$ cat src/rtl/mips_mem_pkg.sv
// Shared types and store/byte-enable helpers for the MIPS memory-access stage.
package mips_mem_pkg;

    typedef enum logic [1:0] {
        SZ_BYTE = 2'b00,
        SZ_HALF = 2'b01,
        SZ_WORD = 2'b10
    } size_t;

    typedef enum logic {
        IDLE = 1'b0,
        WAIT = 1'b1
    } mem_state_t;

    // The reserved size code 2'b11 behaves as a word access.
    function automatic size_t decode_size(input logic [1:0] raw);
        case (raw)
            2'b00:   return SZ_BYTE;
            2'b01:   return SZ_HALF;
            default: return SZ_WORD;
        endcase
    endfunction

    function automatic logic is_misaligned(input size_t sz, input logic [1:0] addr_lo);
        case (sz)
            SZ_HALF: return addr_lo[0];
            SZ_WORD: return (addr_lo != 2'b00);
            default: return 1'b0;
        endcase
    endfunction

    function automatic logic [3:0] byte_en(input size_t sz, input logic [1:0] addr_lo);
        case (sz)
            SZ_BYTE: return 4'b0001 << addr_lo;
            SZ_HALF: return addr_lo[1] ? 4'b1100 : 4'b0011;
            default: return 4'b1111;
        endcase
    endfunction

    function automatic logic [31:0] store_lanes(input size_t sz, input logic [31:0] data);
        case (sz)
            SZ_BYTE: return {4{data[7:0]}};
            SZ_HALF: return {2{data[15:0]}};
            default: return data;
        endcase
    endfunction

endpackage

$ cat src/rtl/load_align.sv
// Selects the addressed lane of a read word and sign- or zero-extends it.
module load_align
    import mips_mem_pkg::*;
(
    input  logic [31:0] rdata,
    input  logic [1:0]  addr_lo,
    input  size_t       size,
    input  logic        load_unsigned,
    output logic [31:0] value
);

    logic [7:0]  byte_lane;
    logic [15:0] half_lane;

    always_comb begin
        byte_lane = rdata[{addr_lo, 3'b000} +: 8];
        half_lane = addr_lo[1] ? rdata[31:16] : rdata[15:0];
        case (size)
            SZ_BYTE: value = {{24{~load_unsigned & byte_lane[7]}}, byte_lane};
            SZ_HALF: value = {{16{~load_unsigned & half_lane[15]}}, half_lane};
            default: value = rdata;
        endcase
    end

endmodule

$ cat src/rtl/mem_access_stage.sv
// MEM stage: drives the req/ack data bus, aligns load data and feeds MEM/WB.
//   state | meaning
//   IDLE  | accept EX/MEM instruction; ALU ops and misaligned ops retire in 1 cycle
//   WAIT  | bus request outstanding, upstream stalled until mem_ack or timeout
module mem_access_stage
    import mips_mem_pkg::*;
#(
    parameter int TIMEOUT_CYCLES = 16,
    parameter int ADDR_W         = 32
) (
    input  logic              clk,
    input  logic              rst_n,
    input  logic              in_valid,
    input  logic [31:0]       in_alu_result,
    input  logic [31:0]       in_store_data,
    input  logic [4:0]        in_dest,
    input  logic              in_reg_write,
    input  logic              in_mem_read,
    input  logic              in_mem_write,
    input  logic [1:0]        in_size,
    input  logic              in_unsigned,
    output logic              mem_req,
    output logic              mem_we,
    output logic [ADDR_W-1:0] mem_addr,
    output logic [3:0]        mem_be,
    output logic [31:0]       mem_wdata,
    input  logic [31:0]       mem_rdata,
    input  logic              mem_ack,
    output logic              stall,
    output logic              out_valid,
    output logic [31:0]       out_complet,
    output logic [4:0]        out_dest,
    output logic              out_reg_write,
    output logic              misalign_exc,
    output logic              bus_err
);

    localparam int CNT_W = $clog2(TIMEOUT_CYCLES);
    localparam logic [CNT_W-1:0] CNT_LAST = CNT_W'(TIMEOUT_CYCLES - 1);

    mem_state_t       state, state_nxt;
    size_t            in_sz;
    logic             mem_op, misaligned, start_access, timed_out;
    logic [CNT_W-1:0] cnt;

    // Instruction held across the bus access.
    logic [31:0] hold_alu;
    logic [4:0]  hold_dest;
    logic        hold_reg_write, hold_load, hold_unsigned;
    logic [1:0]  hold_addr_lo;
    size_t       hold_size;
    logic [31:0] load_value;

    assign in_sz        = decode_size(in_size);
    assign mem_op       = in_valid & (in_mem_read | in_mem_write);
    assign misaligned   = is_misaligned(in_sz, in_alu_result[1:0]);
    assign start_access = mem_op & ~misaligned;
    assign timed_out    = (cnt == CNT_LAST);

    load_align u_load_align (
        .rdata         (mem_rdata),
        .addr_lo       (hold_addr_lo),
        .size          (hold_size),
        .load_unsigned (hold_unsigned),
        .value         (load_value)
    );

    always_ff @(posedge clk or negedge rst_n) begin
        if (!rst_n) state <= IDLE;
        else        state <= state_nxt;
    end

    always_comb begin
        state_nxt = state;
        case (state)
            IDLE:    if (start_access) state_nxt = WAIT;
            WAIT:    if (mem_ack || timed_out) state_nxt = IDLE;
            default: state_nxt = IDLE;
        endcase
    end

    // Stall is forced low while reset is asserted so upstream never sees it mid-reset.
    always_comb begin
        stall = 1'b0;
        case (state)
            IDLE:    stall = start_access;
            WAIT:    stall = ~mem_ack;
            default: stall = 1'b0;
        endcase
        if (!rst_n) stall = 1'b0;
    end

    always_ff @(posedge clk or negedge rst_n) begin
        if (!rst_n) begin
            mem_req        <= 1'b0;
            mem_we         <= 1'b0;
            mem_addr       <= '0;
            mem_be         <= 4'b0000;
            mem_wdata      <= '0;
            cnt            <= '0;
            out_valid      <= 1'b0;
            out_complet    <= '0;
            out_dest       <= '0;
            out_reg_write  <= 1'b0;
            misalign_exc   <= 1'b0;
            bus_err        <= 1'b0;
            hold_alu       <= '0;
            hold_dest      <= '0;
            hold_reg_write <= 1'b0;
            hold_load      <= 1'b0;
            hold_unsigned  <= 1'b0;
            hold_addr_lo   <= 2'b00;
            hold_size      <= SZ_BYTE;
        end else begin
            misalign_exc <= 1'b0;
            bus_err      <= 1'b0;
            case (state)
                IDLE: begin
                    out_complet <= in_alu_result;
                    out_dest    <= in_dest;
                    if (start_access) begin
                        mem_req        <= 1'b1;
                        mem_we         <= in_mem_write;
                        mem_addr       <= {in_alu_result[ADDR_W-1:2], 2'b00};
                        mem_be         <= byte_en(in_sz, in_alu_result[1:0]);
                        mem_wdata      <= store_lanes(in_sz, in_store_data);
                        cnt            <= '0;
                        out_valid      <= 1'b0;
                        out_reg_write  <= 1'b0;
                        hold_alu       <= in_alu_result;
                        hold_dest      <= in_dest;
                        hold_reg_write <= in_reg_write;
                        hold_load      <= in_mem_read;
                        hold_unsigned  <= in_unsigned;
                        hold_addr_lo   <= in_alu_result[1:0];
                        hold_size      <= in_sz;
                    end else if (mem_op) begin
                        out_valid     <= 1'b1;
                        out_reg_write <= 1'b0;
                        misalign_exc  <= 1'b1;
                    end else begin
                        out_valid     <= in_valid;
                        out_reg_write <= in_valid & in_reg_write;
                    end
                end
                WAIT: begin
                    out_valid <= 1'b0;
                    if (mem_ack) begin
                        mem_req       <= 1'b0;
                        mem_we        <= 1'b0;
                        out_valid     <= 1'b1;
                        out_dest      <= hold_dest;
                        out_complet   <= hold_load ? load_value : hold_alu;
                        out_reg_write <= hold_load & hold_reg_write;
                    end else if (timed_out) begin
                        mem_req       <= 1'b0;
                        mem_we        <= 1'b0;
                        bus_err       <= 1'b1;
                        out_valid     <= 1'b1;
                        out_dest      <= hold_dest;
                        out_complet   <= hold_alu;
                        out_reg_write <= 1'b0;
                    end else begin
                        cnt <= cnt + 1'b1;
                    end
                end
                default: ;
            endcase
        end
    end

endmodule

$ cat config.mk
export PLATFORM = sky130hd
export DESIGN_NAME = mem_access_stage
export DESIGN_NICKNAME = d
export VERILOG_FILES = /design/src/rtl/mips_mem_pkg.sv /design/src/rtl/load_align.sv /design/src/rtl/mem_access_stage.sv
export SDC_FILE = /design/constraint.sdc
export NUM_CORES = 1
export LEC_CHECK = 0
export ABC_CLOCK_PERIOD_IN_PS = 3700
export CAP_MARGIN = 40
export CORE_AREA = 8 8 123 125
export CTS_CLUSTER_SIZE = 20
export DETAILED_ROUTE_END_ITERATION = 10
export DIE_AREA = 0 0 131 133
export GPL_ROUTABILITY_DRIVEN = 0
export MAX_ROUTING_LAYER = met4
export PLACE_DENSITY = 0.88
export SYNTH_ARGS = -nofsm -noshare
export SYNTH_HDL_FRONTEND = slang
export SYNTH_SLANG_ARGS = --single-unit
$ cat constraint.sdc
create_clock -name clk -period 3.7 [get_ports clk]
set_clock_uncertainty 0.2 [all_clocks]
set_input_delay 0.74 -clock clk [delete_from_list [all_inputs] [get_ports clk]]
set_output_delay 0.74 -clock clk [all_outputs]
set_load 0.1 [all_outputs]
==> flow_metrics.env, run 1 <==
export IMPL_status="complete, no violations"
export IMPL_powerDensity_nw_per_um2=803.4
export IMPL_max_stage_delay_ns=0.56
export IMPL_detail_route_vias_per_cell=5.902
export IMPL_synth_edff_count=0
export IMPL_period_share_pct=87.26
export IMPL_endpoint_kind="output port"
export IMPL_hp_class="primary input to asynchronous set/reset pin"
export IMPL_grt_use_met1_pct=31.19
export IMPL_place_ws_ns=0.4648
export IMPL_slew_violations=0
export IMPL_grt_max_degree=114
export IMPL_wire_per_inst_um=22.20
export IMPL_finalSetupViolations=0
export IMPL_start_kind="primary input"
export IMPL_start_util_pct=49.51
export IMPL_worst_r2r_path_depth=4
export IMPL_num_vias=6498
export IMPL_slowest_stage="clkdlybuf4s50_1"
export IMPL_tightest_slew_ns=0.7843
export IMPL_async_flop_share_pct=100.0
export IMPL_finalSetupTns_ns=0
export IMPL_globalRouteMet2Util_pct=47.68
export IMPL_max_slew_margin_pct=46.36
export IMPL_drive_above_1_share_pct=24.38
export IMPL_post_cts_resized=0
export IMPL_dr_pass1_iters=5
export IMPL_die_area_um2=17420
export IMPL_drv_cap=0
export IMPL_track_usage_pct=28.86
export IMPL_worst_path_buf_inv=2
export IMPL_drc_errors=0
export IMPL_yosysTopAreaCellShare_pct=48.67
export IMPL_path_max_fanout=7
export IMPL_cp_required_ns=2.76
export IMPL_yosysMostFrequentCell="dfrtp_1"
export IMPL_fin_nets=1022
export IMPL_use_met3_pct=7.513
export IMPL_ant_nets=0
export IMPL_r2r_start="hold_size[0]$_DFFE_PN0P_"
export IMPL_cts_setup_buffers=0
export IMPL_numCtsBuffers=17
export IMPL_grt_busiest_layer="met2"
export IMPL_hold_viol=0
export IMPL_ctsHoldBuffers=0
export IMPL_path_clk_slew_ns=0.05
export IMPL_peakVddDrop_v=0.0005501
export IMPL_place_hpwl_um=17940
export IMPL_wl_um=24440
export IMPL_clockRootBuffer="clkbuf_16"
export IMPL_netlist_instances=633
export IMPL_synth_area_leaders="dfrtp_1 (49%), mux2_2 (9.9%), mux2i_1 (4.6%), a21oi_1 (4.5%), o21ai_0 (3.9%)"
export IMPL_crit_cells=5
export IMPL_ys_warn_count=0
export IMPL_total_power_uw=8493
export IMPL_cts_tree="yes"
export IMPL_ys_flop_type="dfrtp_1"
export IMPL_core_area_um2=13090
export IMPL_cts_sinks=126
export IMPL_area_delta_synth_final_pct=63.17
export IMPL_period_minus_slack_ns=3.229
export IMPL_worstSetupPathType="primary input to output port"
export IMPL_synth_area_um2=6479
export IMPL_io_buffers=220
export IMPL_antenna_found_initial=2
export IMPL_rows=42
export IMPL_grt_pass1_wl_um=37290
export IMPL_die_y_um=133
export IMPL_seq_area_um2=3154
export IMPL_ys_seq_elements=126
export IMPL_leakagePower_uw=0.004541
export IMPL_rsz0062_at_grt="no"
export IMPL_synth_top_area_cell="dfrtp_1"
export IMPL_placed_cells=1067
export IMPL_ios=223
export IMPL_cp_startpoint="in_alu_result[0]"
export IMPL_gr_total_overflow=0
export IMPL_fin_ws_ns=0.4715
export IMPL_instances_no_fill=1101
export IMPL_max_freq_ghz=0.3097
export IMPL_avgSynthCellArea_um2=10.23
export IMPL_path_delay_family="buffers and inverters"
export IMPL_clk_path_buf_depth=2
export IMPL_htreeDepth=4
export IMPL_multi_input_area_um2=3102
export IMPL_nFillCells=698
export IMPL_die_x_um=131
export IMPL_synth_commonest_cells="dfrtp_1 (126), a21oi_1 (58), mux2_2 (57), nand2_1 (52)"
export IMPL_path_cells="clkdlybuf4s50_1 -> nor2_1 -> o221ai_4 -> a21boi_2 -> buf_12"
export IMPL_seq_area_frac_synth_pct=48.67
export IMPL_grt_pass1_vias=6913
export IMPL_clk_latency_ns=0.42
export IMPL_drtIter0Drc=510
export IMPL_yosysUniqueCellTypes=51
export IMPL_cp_arrival_ns=2.29
per-layer routing:
metal / vias to the layer above / part of all wire, %
li1: 2827 / -
met1: 3202 / 37
met2: 390 / 50
met3: 79 / 8.9
met4: 0 / 4.1
met5: - / 0
worst reg2reg max path: stages (launching register included):
cell       delay (ns)
dfrtp_1          0.65
nor2b_1          0.63
a21oi_1          0.08
a2111oi_0        0.71
o21ai_0          0.21
final cells by class:
| class | instances | area share [%] |
|---|---|---|
| clock inverter | 5 | 1.184 |
| sequential | 126 | 29.84 |
| antenna | 2 | 0.04734 |
| clock buffer | 27 | 4.853 |
| timing repair buffer | 306 | 32.58 |
| multi-input combinational | 457 | 29.34 |
| tap | 176 | 2.083 |
| inverter | 2 | 0.07101 |
cell families (layout without fill, tap and decap cells):
| family | Yosys count | count (layout) | share of synthesized area, % |
|---|---|---|---|
| AND/OR/NAND/NOR | 183 | 183 | 13.62 |
| flip-flops | 126 | 126 | 48.67 |
| other | 1 | 4 | 0.05788 |
| AO/OA/AOI/OAI | 180 | 180 | 18.29 |
| adder cells (fa/ha/maj) | 1 | 1 | 0.1931 |
| XOR/XNOR | 2 | 2 | 0.2704 |
| multiplexers | 89 | 89 | 15.12 |
| buffers and inverters | 51 | 340 | 3.785 |
cells in the final DEF (no fill, tap or decap), types with 3 or more instances in the layout:
cell type,n
o221ai_1,9
a21oi_1,58
buf_16,10
clkbuf_16,17
buf_8,62
clkdlybuf4s50_1,181
a221oi_2,3
o22ai_1,4
nor2_1,49
mux2_2,57
bufinv_16,4
a221oi_1,12
clkbuf_8,5
buf_4,50
mux2i_1,30
a2111oi_0,5
nor3_1,3
nand2_1,52
and2_1,3
a211o_1,8
o21a_1,16
clkbuf_1,5
nand3b_1,5
dfrtp_1,125
nand3_1,16
nand2b_1,19
o21ai_0,50
nor2b_1,30
report_power, final:
group / internal [uW] / switching, uW
logic: 1580 / 3100
registers: 1720 / 302
clock network: 1220 / 585
registers in the layout, summed over array words and instances (netlist names), 2 cells and up:
register,flops
hold_alu,32
out_dest,5
hold_dest,5
hold_size,2
mem_wdata,32
cnt,4
out_complet,32
mem_be,4
final timing paths:
kind,to,slack (ns)
hold reg to reg,mem_wdata[11]$_DFFE_PN0P_,0.29
hold / removal,hold_alu[3]$_DFFE_PN0P_,0.03
setup / recovery,stall,0.47
min in group clk,mem_wdata[11]$_DFFE_PN0P_,0.29
setup reg to reg,out_complet[2]$_DFFE_PN0P_,1.07
max in group asynchronous,mem_wdata[23]$_DFFE_PN0P_,1.75
per-stage QoR:
step / area (um^2) / hold slack [ns] / utilization, %
after floorplan: 6486 / 0.2444 / -
after global placement: 8715 / 0.2608 / 66.60
after detailed placement: 9928 / 0.2749 / 75.87
after CTS: 10570 / 0.02999 / 80.75
after global routing: 10570 / 0.05575 / 80.79
final: 10570 / 0.03267 / 80.79
No activity file was read; power rests on OpenSTA's default activity.
==> run 2: changes to the inputs <==
Settings changed: PLACE_DENSITY 0.88 to 0.86.
==> run 2 against run 1 <==
Setup slack improved by 0.013 ns. Maximum frequency rose by 0.41%. Non-clock buffer count decreased by 14. Global-route usage is 0.13 points lower. Largest power group unchanged.
==> flow_metrics.env, run 2 (same netlist as run 1, synthesis figures left out) <==
export IMPL_powerDensity_nw_per_um2=809.4
export IMPL_hold_viol=0
export IMPL_num_vias=6347
export IMPL_die_y_um=133
export IMPL_htreeDepth=4
export IMPL_grt_max_degree=114
export IMPL_gr_total_overflow=0
export IMPL_clk_path_buf_depth=2
export IMPL_numCtsBuffers=17
export IMPL_rows=42
export IMPL_multi_input_area_um2=3102
export IMPL_period_share_pct=86.90
export IMPL_ios=223
export IMPL_ctsHoldBuffers=1
export IMPL_hp_class="flop to flop"
export IMPL_leakagePower_uw=0.004417
export IMPL_die_area_um2=17420
export IMPL_peakVddDrop_v=0.0006732
export IMPL_drv_cap=0
export IMPL_start_kind="primary input"
export IMPL_path_max_fanout=7
export IMPL_status="complete, no violations"
export IMPL_cp_required_ns=2.76
export IMPL_slew_violations=0
export IMPL_seq_area_um2=3154
export IMPL_cp_arrival_ns=2.28
export IMPL_top_regs="hold_alu: 32 flops, mem_wdata: 32 flops, out_complet: 32 flops"
export IMPL_clockRootBuffer="clkbuf_16"
export IMPL_drive_above_1_share_pct=24.78
export IMPL_detail_route_vias_per_cell=5.855
export IMPL_antenna_found_initial=0
export IMPL_cts_tree="yes"
export IMPL_tightest_slew_ns=0.9202
export IMPL_use_met3_pct=9.200
export IMPL_grt_pass1_wl_um=37360
export IMPL_io_buffers=220
export IMPL_rsz0062_at_grt="no"
export IMPL_placed_cells=1052
export IMPL_wire_per_inst_um=22.20
export IMPL_instances_no_fill=1084
export IMPL_finalSetupViolations=0
export IMPL_grt_use_met1_pct=32.32
export IMPL_ant_nets=0
export IMPL_die_x_um=131
export IMPL_clk_latency_ns=0.42
export IMPL_worstSetupPathType="primary input to output port"
export IMPL_fin_nets=1008
export IMPL_dr_pass1_iters=6
export IMPL_endpoint_kind="output port"
export IMPL_finalSetupTns_ns=0
export IMPL_nFillCells=764
export IMPL_grt_busiest_layer="met2"
export IMPL_cts_sinks=126
export IMPL_drc_errors=0
export IMPL_grt_pass1_vias=6796
export IMPL_max_freq_ghz=0.3110
export IMPL_wl_um=24060
export IMPL_globalRouteMet2Util_pct=46.14
export IMPL_track_usage_pct=28.73
export IMPL_period_minus_slack_ns=3.215
export IMPL_core_area_um2=13090
export IMPL_most_common_layout_cells="clkdlybuf4s50_1 (163), dfrtp_1 (125), buf_4 (70)"
export IMPL_path_clk_slew_ns=0.05
export IMPL_max_slew_margin_pct=37.06
export IMPL_place_hpwl_um=17330
export IMPL_start_util_pct=49.51
export IMPL_num_antenna_cells=0
export IMPL_post_cts_resized=0
export IMPL_layout_commonest_cell="clkdlybuf4s50_1"
export IMPL_drtIter0Drc=562
export IMPL_area_delta_synth_final_pct=57.82
export IMPL_cts_setup_buffers=0
## run 2: layout make-up
class,count,area share (%)
multi-input cells,457,30.34
repair buffers,292,30.32
clock inverters,6,1.517
well taps,176,2.154
flip-flops and latches,126,30.85
inverters,2,0.07342
clock buffers,25,4.748
## run 2: critical path, cell delays in order
cell             delay [ns]
clkdlybuf4s50_1        0.55
nor2_1                 0.38
o221ai_4               0.20
a21boi_2               0.20
buf_12                 0.19
## run 2: metal layers
metal  share of wire, %  wire (um)
met5                  0          0
met3                9.6       2311
met4                2.8        668
met2                 49      11890
met1                 38       9190
## run 2: report_power, final
group	leakage, uW	switching (uW)	total [uW]	internal (uW)
clock	0.000312	593	1840	1240
sequential	0.00152	281	2000	1720
combinational	0.00258	3060	4440	1380
total	0.00442	3930	8280	4340
## run 2: final timing paths
check | from | depth (start not counted) | endpoint | slack, ns
setup / recovery | in_alu_result[0] | 5 | stall | 0.48
hold / removal | mem_wdata[15]$_DFFE_PN0P_ | 2 | mem_wdata[15]$_DFFE_PN0P_ | 0.29
setup reg to reg | hold_alu[1]$_DFFE_PN0P_ | 5 | out_complet[19]$_DFFE_PN0P_ | 0.99
hold reg to reg | mem_wdata[15]$_DFFE_PN0P_ | 2 | mem_wdata[15]$_DFFE_PN0P_ | 0.29
max in group asynchronous | rst_n | 3 | state$_DFF_PN0_ | 1.78
min in group asynchronous | rst_n | 2 | hold_alu[18]$_DFFE_PN0P_ | 0.48
## run 2: through the flow
stage | instance area, um^2 | utilization [%] | power [uW] | setup slack (ns) | hold WS, ns
2_1_floorplan | 6486 | - | 4855 | 0.3988 | 0.2444
3_3_place_gp | 8673 | 66.28 | 5797 | 0.6033 | 0.2619
3_5_place_dp | 9574 | 73.17 | 6437 | 0.5169 | 0.2775
4_1_cts | 10220 | 78.14 | 8300 | 0.5069 | 0.2895
5_1_grt | 10220 | 78.14 | 8529 | 0.4271 | 0.3032
6_report | 10220 | 78.14 | 8276 | 0.4848 | 0.2872
==> RTL edit, RTL diff (config.mk and constraints of run 1) <==
Encoding of `size_t`: now one-hot (3 bits for 3 values).
--- a/src/rtl/mips_mem_pkg.sv
+++ b/src/rtl/mips_mem_pkg.sv
@@ -2,8 +2,8 @@
 package mips_mem_pkg;
 
-    typedef enum logic [1:0] {
-        SZ_BYTE = 2'b00,
-        SZ_HALF = 2'b01,
-        SZ_WORD = 2'b10
+    typedef enum logic [2:0] {
+        SZ_BYTE = 3'b001,
+        SZ_HALF = 3'b010,
+        SZ_WORD = 3'b100
     } size_t;
 
Formal check against the unedited RTL: no difference found for any inputs over 4 cycles, from zero or initial values and one cycle with rst_n low; so few cycles prove little.
==> RTL edit against run 1 <==
  * Utilization decreased by 2.0 points
  * Design area is 2.4% lower
  * Worst setup slack got worse by 180 ps
  * Sequential cell count increased by 1
  * Combinational power down 9.2%
  * Total power shrank 6.1%
  * Wire length up 0.20%
  * Area after synthesis increased by 0.71%
==> RTL edit: results (changes against run 1) <==
metric,value,unit,change
critPathMaxStageDelay,620,ps,+60 ps
top_regs,"hold_alu (32), mem_wdata (32), out_complet (32)",,
switching_share,48.16,%,+1.3 points
arrival,2470,ps,+180 ps
crit_family,compound AO/OA/AOI/OAI gates,,
cts_buffer_depth,2,,unchanged
viasPerCell,5.807,,-1.6%
dp_cells,1130,,+5.9%
clk_pin_slew_worst_paths,60,ps,
wire_per_inst,21.06,um,-5.1%
ys.flop_type,dfrtp_1,,
htree_levels,4,,unchanged
post-cts-setup-buffer-count,0,,unchanged
grt.total_usage,29.30,%,+0.44 points
grt_max_degree,84,,-26%
synth-seq-area-share,48.72,%,+0.057 points
async_flop_share,100.0,%,unchanged
cts_resized,0,,unchanged
grt_pass1_wl,38120,um,+2.2%
dp_hpwl,17460,um,-2.7%
grt_pass1_vias,7005,,+1.3%
yosys.cell_types.count,53,,+3.9%
num_vias,6753,,+3.9%
fillers,785,,+12%
hold_path_class,primary input to asynchronous set/reset pin,,
cts_root_buffer,clkbuf_16,,
synthCells,718,,+13%
slew_headroom,39.99,%,-6.4 points
status,"finished, final reports clean",,
numCtsBuffers,17,,unchanged
ys.warnings.count,0,,unchanged
ys_top_cells_by_area,"dfrtp_1 48%, nand2_1 11%, mux2i_1 7.8%",,
port-buffer-count,220,,unchanged
final_nets,1085,,+6.2%
cp_max_fo,10,,+3
drive_gt1_share,18.58,%,-5.8 points
power_leakage,0.004721,uW,+4.0%
cp_slowest_cell,clkdlybuf4s50_1,,
firstDrtPassIters,5,,unchanged
yosys-top-cells-count,"186 x nand2_1, 126 x dfrtp_1, 52 x a21oi_1",,
clock_latency,420,ps,about the same
drt-initial-drc-count,600,,+18%
antenna_found_initial,2,,unchanged
peakVddDrop,0.6031,mV,+9.6%
## RTL edit: cell types whose count changed after synthesis, moves of 13 or more
cell | run 1 | this run
nand2_1 | 52 | 186
mux2_2 | 57 | 3
nor2b_1 | 30 | 4
a22oi_1 | 0 | 24
mux2i_1 | 30 | 51
nand2b_1 | 19 | 6
## RTL edit: layer usage
| layer | track usage (%) | up-vias | wire [um] |
|---|---|---|---|
| li1 | - | 3035 | - |
| met1 | 34.21 | 3307 | 9640 |
| met2 | 46.99 | 344 | 12180 |
| met3 | 6.388 | 67 | 1834 |
| met4 | 13.59 | 0 | 841 |
| met5 | - | - | 0 |
## RTL edit: logic make-up after synthesis
kind of cell / share of synthesized area, %
xor gates and xnor gates: 0.6713
AOI/OAI and AO/OA: 20.94
other: 0.05747
DFF: 48.72
buffers and inverters: 4.295
and+or+nand+nor: 16.78
adders and majority gates: 0.1917
muxes: 8.341
## RTL edit: final cells by class
cell class	instances	area (um^2)	share of cell area (%)
inverter	2	7.507	0.07278
sequential	127	3181	30.83
timing repair buffer	296	3197	30.99
tap	176	220.2	2.135
clock inverter	5	102.6	0.9947
multi-input combinational	529	3093	29.99
clock buffer	26	509.2	4.937
antenna	2	5.005	0.04852
## RTL edit: worst paths after layout
kind / startpoint / to / slack (ps) / cells after the start
max reg2reg: hold_size[0]$_DFFE_PN1P_ / out_complet[6]$_DFFE_PN0P_ / 1060 / 4
min: rst_n / hold_dest[4]$_DFFE_PN0P_ / 140 / 2
max: in_size[1] / stall / 290 / 5
min in group clk: hold_dest[2]$_DFFE_PN0P_ / hold_dest[2]$_DFFE_PN0P_ / 280 / 2
min reg2reg: hold_dest[2]$_DFFE_PN0P_ / hold_dest[2]$_DFFE_PN0P_ / 280 / 2
max in group asynchronous: rst_n / state$_DFF_PN0_ / 2520 / 2
## RTL edit: worst reg2reg max path: cells and delay by family (launching register included)
family                    cells  cell delay (ps)
AOI/OAI and AO/OA             2              950
xor gates and xnor gates      1              230
DFF                           1              600
and+or+nand+nor               1              520
## RTL edit: through the flow
stage	total power, uW	utilization [%]	setup WS (ps)	instance area [um^2]
global placement	5622	66.68	482.5	8725
floorplan	4705	-	309.1	6533
finish	7978	78.83	293.4	10310
CTS	7993	78.79	324.9	10310
detailed placement	6225	74.12	342.7	9698
global route	8238	78.83	253.4	10310
## RTL edit: power by group through the flow
stage	clock, uW	combinational, uW	sequential [uW]
6_report	1740	4240	2000
5_1_grt	1820	4390	2030
4_1_cts	1760	4250	1990
3_5_place_dp	0	4230	2000
3_3_place_gp	0	3640	1990
2_1_floorplan	0	731	3970
